**src/rtl/proc_io_console_pkg.sv**
```systemverilog
`default_nettype none
// +--------------------------------------------------------------------+
// | proc_io_console_pkg: shared state codes for the host I/O console    |
// | Revision: 1.0                                                       |
// +--------------------------------------------------------------------+
package proc_io_console_pkg;

  typedef enum logic [2:0] {
    S_IDLE      = 3'd0,
    S_PRESENT   = 3'd1,
    S_STROBE    = 3'd2,
    S_WAIT_EXIT = 3'd3,
    S_HALTED    = 3'd4
  } io_state_t;

  // Control-unit DisplayState codes, shared with the processor's control unit.
  localparam logic [3:0] c_ST_INPUT  = 4'd5;
  localparam logic [3:0] c_ST_OUTPUT = 4'd6;

endpackage
`default_nettype wire

```
**src/rtl/proc_io_console_io_fifo.sv**
```systemverilog
`default_nettype none
// +--------------------------------------------------------------------+
// | io_fifo: DEPTH x 8 circular FIFO with count, full and empty         |
// | Revision: 1.0                                                       |
// +--------------------------------------------------------------------+
module io_fifo
  import proc_io_console_pkg::*;
#(
  parameter int DEPTH = 8
) (
  input  logic                     clk,
  input  logic                     rst,
  input  logic                     i_push,
  input  logic [7:0]               i_wdata,
  input  logic                     i_pop,
  output logic [7:0]               o_rdata,
  output logic                     o_full,
  output logic                     o_empty,
  output logic [$clog2(DEPTH):0]   o_count
);

  localparam int AW = $clog2(DEPTH);

  logic [7:0]    r_mem [DEPTH];
  logic [AW-1:0] r_wptr;
  logic [AW-1:0] r_rptr;
  logic [AW:0]   r_count;
  logic          w_push;
  logic          w_pop;

  assign o_full  = (r_count == (AW+1)'(DEPTH));
  assign o_empty = (r_count == '0);
  assign w_push  = i_push && !o_full;
  assign w_pop   = i_pop && !o_empty;
  assign o_rdata = r_mem[r_rptr];
  assign o_count = r_count;

  // Storage is not reset; only the pointers and count define validity.
  always_ff @(posedge clk) begin
    if (w_push) begin
      r_mem[r_wptr] <= i_wdata;
    end
  end

  always_ff @(posedge clk or posedge rst) begin
    if (rst) begin
      r_wptr  <= '0;
      r_rptr  <= '0;
      r_count <= '0;
    end else begin
      if (w_push) r_wptr <= r_wptr + 1'b1;
      if (w_pop)  r_rptr <= r_rptr + 1'b1;
      case ({w_push, w_pop})
        2'b10:   r_count <= r_count + 1'b1;
        2'b01:   r_count <= r_count - 1'b1;
        default: r_count <= r_count;
      endcase
    end
  end

endmodule
`default_nettype wire

```
**src/rtl/proc_io_console.sv**
```systemverilog
`default_nettype none
// +--------------------------------------------------------------------+
// | proc_io_console: host-side in/enter/out/halt console for the CPU    |
// | Revision: 1.0                                                       |
// +--------------------------------------------------------------------+
module proc_io_console
  import proc_io_console_pkg::*;
#(
  parameter int         DEPTH        = 8,
  parameter logic [3:0] ST_INPUT     = c_ST_INPUT,
  parameter logic [3:0] ST_OUTPUT    = c_ST_OUTPUT,
  parameter int         ENTER_CYCLES = 2
) (
  input  logic                   clk,
  input  logic                   rst,
  input  logic [7:0]             i_host_data,
  input  logic                   i_host_valid,
  output logic                   o_host_ready,
  input  logic [3:0]             i_cpu_state,
  input  logic [7:0]             i_cpu_out,
  input  logic                   i_cpu_halt,
  output logic [7:0]             o_cpu_in,
  output logic                   o_cpu_enter,
  output logic [7:0]             o_out_data,
  output logic                   o_out_valid,
  output logic                   o_in_waiting,
  output logic                   o_halted,
  output logic [$clog2(DEPTH):0] o_fifo_count
);

  localparam int CW = (ENTER_CYCLES > 1) ? $clog2(ENTER_CYCLES) : 1;

  io_state_t   r_state;
  io_state_t   w_next;
  logic [CW-1:0] r_strobe_cnt;
  logic [7:0]  r_cpu_in;
  logic [3:0]  r_prev_state;
  logic [7:0]  r_out_data;
  logic        r_out_valid;

  logic        w_fifo_full;
  logic        w_fifo_empty;
  logic [7:0]  w_fifo_rdata;
  logic        w_push;
  logic        w_pop;
  logic        w_in_state;
  logic        w_capture;

  assign w_in_state = (i_cpu_state == ST_INPUT);
  assign w_push     = i_host_valid && !w_fifo_full;
  // Halt wins over a pending pop so the queue is left untouched.
  assign w_pop      = (r_state == S_IDLE) && w_in_state && !w_fifo_empty && !i_cpu_halt;
  assign w_capture  = (r_prev_state == ST_OUTPUT) && (i_cpu_state != ST_OUTPUT);

  io_fifo #(
    .DEPTH (DEPTH)
  ) u_fifo (
    .clk     (clk),
    .rst     (rst),
    .i_push  (w_push),
    .i_wdata (i_host_data),
    .i_pop   (w_pop),
    .o_rdata (w_fifo_rdata),
    .o_full  (w_fifo_full),
    .o_empty (w_fifo_empty),
    .o_count (o_fifo_count)
  );

  always_ff @(posedge clk or posedge rst) begin
    if (rst) begin
      r_state      <= S_IDLE;
      r_strobe_cnt <= '0;
      r_cpu_in     <= '0;
    end else begin
      r_state      <= w_next;
      r_strobe_cnt <= (r_state == S_STROBE) ? r_strobe_cnt + 1'b1 : '0;
      if (w_pop) r_cpu_in <= w_fifo_rdata;
    end
  end

  always_comb begin
    w_next = r_state;
    if (i_cpu_halt) begin
      w_next = S_HALTED;
    end else begin
      case (r_state)
        S_IDLE:      if (w_pop) w_next = S_PRESENT;
        S_PRESENT:   w_next = S_STROBE;
        S_STROBE:    if (r_strobe_cnt == CW'(ENTER_CYCLES - 1)) w_next = S_WAIT_EXIT;
        S_WAIT_EXIT: if (!w_in_state) w_next = S_IDLE;
        S_HALTED:    w_next = S_HALTED;
        default:     w_next = S_IDLE;
      endcase
    end
  end

  always_comb begin
    o_cpu_enter  = (r_state == S_STROBE);
    o_halted     = (r_state == S_HALTED);
    o_in_waiting = w_in_state && w_fifo_empty && (r_state != S_HALTED);
    o_host_ready = !w_fifo_full;
    o_cpu_in     = r_cpu_in;
    o_out_data   = r_out_data;
    o_out_valid  = r_out_valid;
  end

  always_ff @(posedge clk or posedge rst) begin
    if (rst) begin
      r_prev_state <= '0;
      r_out_data   <= '0;
      r_out_valid  <= 1'b0;
    end else begin
      r_prev_state <= i_cpu_state;
      r_out_valid  <= w_capture;
      if (w_capture) r_out_data <= i_cpu_out;
    end
  end

endmodule
`default_nettype wire

```
**config.mk**
```make
export PLATFORM = sky130hd
export DESIGN_NAME = proc_io_console
export DESIGN_NICKNAME = d
export VERILOG_FILES = /design/src/rtl/proc_io_console_pkg.sv /design/src/rtl/proc_io_console_io_fifo.sv /design/src/rtl/proc_io_console.sv
export SDC_FILE = /design/constraint.sdc
export NUM_CORES = 1
export LEC_CHECK = 0
export ABC_AREA = 0
export CELL_PAD_IN_SITES_DETAIL_PLACEMENT = 1
export CELL_PAD_IN_SITES_GLOBAL_PLACEMENT = 1
export CORE_MARGIN = 5
export CORE_UTILIZATION = 35
export DETAILED_ROUTE_END_ITERATION = 16
export PLACE_DENSITY = 0.61
export SYNTH_ARGS = -nofsm -noshare
export SYNTH_HDL_FRONTEND = slang
export SYNTH_HIERARCHICAL = 1
export SYNTH_SLANG_ARGS = --single-unit
```
**constraint.sdc**
```tcl
create_clock -name clk -period 5.05 [get_ports clk]
set_input_delay 1.2625 -clock clk [delete_from_list [all_inputs] [get_ports clk]]
set_output_delay 1.2625 -clock clk [all_outputs]
set_load 0.02 [all_outputs]
```
==> summary.md <==
| Metric | Value |
|---|---|
| Post-synth top area cell | edfxtp_1 |
| Via density per instance | 4.98 |
| Peak VDD IR | 0.000357 V |
| Dpl ws | 742 ps |
| Final setup margin | 968 ps |
| TNS Setup | 0 ps |
| Async S/R FF share, synth | 35.4% |
| TritonCTS Sinks | 99 |
| Worst Hold Class | reg2reg |
| Flops & latches, synth | 99 |
| Post CTS Setup Buffer Count | 0 |
| Final Power | 2120 uW |
| CTS tree | done |
| Max Root-Sink Buffers | 2 |
| Fraction of layout cells with a size suffix above 1 | 18.0% |
| Netlist cell types | 41 |
| PostCTS Resize Cnt | 0 |
| Vias | 2,126 |
| CORE AREA | 11,500 um^2 |
| GPL Wtd Cong | 0.699 |
| DRT Wirelength | 8.12 mm |
| Hold slack | 434 ps |
| Clock Pin Slew Worst Setup and Hold Paths | 70 ps |
| Main area contributors after synthesis | edfxtp_1, dfrtp_1, mux4_1 |
| Setup Viol. Count Final | 0 |
| Initial antenna violation count | 0 |
| Least-Margin Pin Slew | 1020 ps |
| Final #Nets | 309 |
| First-pass GRT wire length | 13.5 mm |
| I/O Buffers | 48 |
| Worst-path maximum fanout | 4 |
| IO Pins | 49 |
| Routed Antenna Nets | 0 |
| Vias in the first global route | 2,383 |
| Num CTS Buffers | 9 |
| Most frequent cells in the layout | edfxtp_1, clkdlybuf4s50_1, dfrtp_1 |
| Grt total ovfl | 0 |
| Starting density of the core | 35.8% |
| Drt drc | 0 |
| Total GRT Usage | 12.6% |
| Critical Path End Type | output pin |
| Crit start category | input port |
| Outcome | finished, final reports clean |
| Final Max Tran Viols | 0 |
| Fin crit period | 4080 ps |
| Leak | 0.00182 uW |
| Ys Warns | 6 |
| Power Dens Cells | 423 nW/um^2 |
| Mapped Area | 4100 um^2 |
| Largest net degree at the start of global routing | 26 |
| Seq/Total Area, Yosys | 68.2% |
| WL/cell | 19.0 um |
| Die Y-Extent | 118 um |
| Die W | 118 um |
| Critical path data required time | 3790 ps |
| DRT iter0 DRCs | 115 |
| WP data arrival | 2820 ps |
| Total nets after synthesis | 256 |
| FP Rows | 39 |
| First drt pass iteration count | 4 |
| Ant diodes | 0 |
| Final worst path period share | 80.8% |
| Syn Inst Count | 226 |
| Commonest non-fill, non-tap cell in the layout | edfxtp_1 |
| EDFF count, synth | 64 |
| Hpwl dp | 5.39 mm |
| Slew HR | 31.9% |
| Skew final | 6.74 ps |
| H-tree depth | 3 |
| MaxCap Viol Count | 0 |
| Clk Latency, worst-skew pair | 350 ps |
| CTS Hold Buffers Added | 0 |
| Top FF cell, synth | edfxtp_1 |
| Fmax | 245 MHz |
| Crit Path Class | in2out |
| Die ar. | 14,000 um^2 |
| Share of Yosys cell area claimed by the top area cell type | 46.8% |
| CTS root buffer | clkbuf_16 |
| Syn-to-layout area delta | 22.1% |
| RSZ-0062 raised after global routing | no |
| Count of final hold-check violations | 0 |
| Average size of a mapped cell | 18.2 um^2 |
==> synthesized netlist by cell type (all sizes together) (2+ instances only) <==
library cell and instances:
edfxtp 64, dfrtp 35, mux2 26, mux4 16
inv 10, nand2 9, nor2 8, buf 6
ha 5, nor3 5, xnor2 5, a21oi 3
nand3 3, nor2b 3, nor3b 3, nor4 3
and4bb 2, nand2b 2, o211ai 2, or4b 2
==> area by class of cell <==
cell class	count	area [um^2]
Fill cell	1116	6460
Sequential cell	99	2800
Multi-Input combinational cell	110	1220
Timing Repair Buffer	49	488
Clock buffer	10	229
Tap cell	143	179
Clock inverter	6	53.8
Inverter	10	37.5
==> state kept, by name, summed over array words and instances (netlist names), 3 cells and up <==
name            cells
r_prev_state        4
u_fifo/r_rptr       3
u_fifo/r_mem       64
o_out_data          8
u_fifo/r_wptr       3
o_cpu_in            8
r_state             3
u_fifo/o_count      4
==> power by group <==
group          switching (uW)  total (uW)  internal (uW)
Sequential               80.3        1070            994
Combinational             206         384            178
Clock                     314         658            344
==> path summary, 6_finish.rpt <==
check	endpoint	slack [ps]	depth (start not counted)	from
min in group asynchronous	u_fifo/r_rptr[0]$_DFFE_PP0P_	1250	2	rst
worst min register to register	r_strobe_cnt$_DFF_PP0_	430	1	r_strobe_cnt$_DFF_PP0_
max in group asynchronous	o_cpu_in[4]$_DFFE_PP0P_	3000	2	rst
worst max register to register	u_fifo/o_count[3]$_DFFE_PP0P_	1660	11	u_fifo/o_count[0]$_DFFE_PP0P_
worst max-delay path	o_in_waiting	970	4	i_cpu_state[0]
worst min-delay path	r_strobe_cnt$_DFF_PP0_	430	1	r_strobe_cnt$_DFF_PP0_
==> cell families after synthesis <==
group / Yosys count / share of synthesized area (%)
AOI/OAI and AO/OA: 9 / 1.74
xor gates and xnor gates: 6 / 1.28
adders and majority gates: 6 / 2.01
buffers and inverters: 17 / 2.23
DFF: 99 / 68.2
muxes: 43 / 17.6
and+or+nand+nor: 46 / 6.92
==> through the flow <==
stage               utilization, %  instance area, um^2  cells
floorplan                        -                 4100    226
finish                        43.7                 5010    427
global route                  43.7                 5010    427
global placement              41.2                 4730    411
detailed placement            41.2                 4730    411
CTS                           43.7                 5010    427
==> critical path: stages <==
cell and delay [ps]:
clkdlybuf4s50_1 510, and4bb_2 280, and3b_1 160, clkdlybuf4s50_1 600
==> metal layers <==
metal  part of all wire, %  up-vias  track usage [%]
met5                     0        -                0
met4                  0.84        0             3.87
met3                   5.0        8             4.68
met2                    48       48             19.9
met1                    46     1073             16.1
li1                      -      997                -
(Power assumes the default switching activity.)
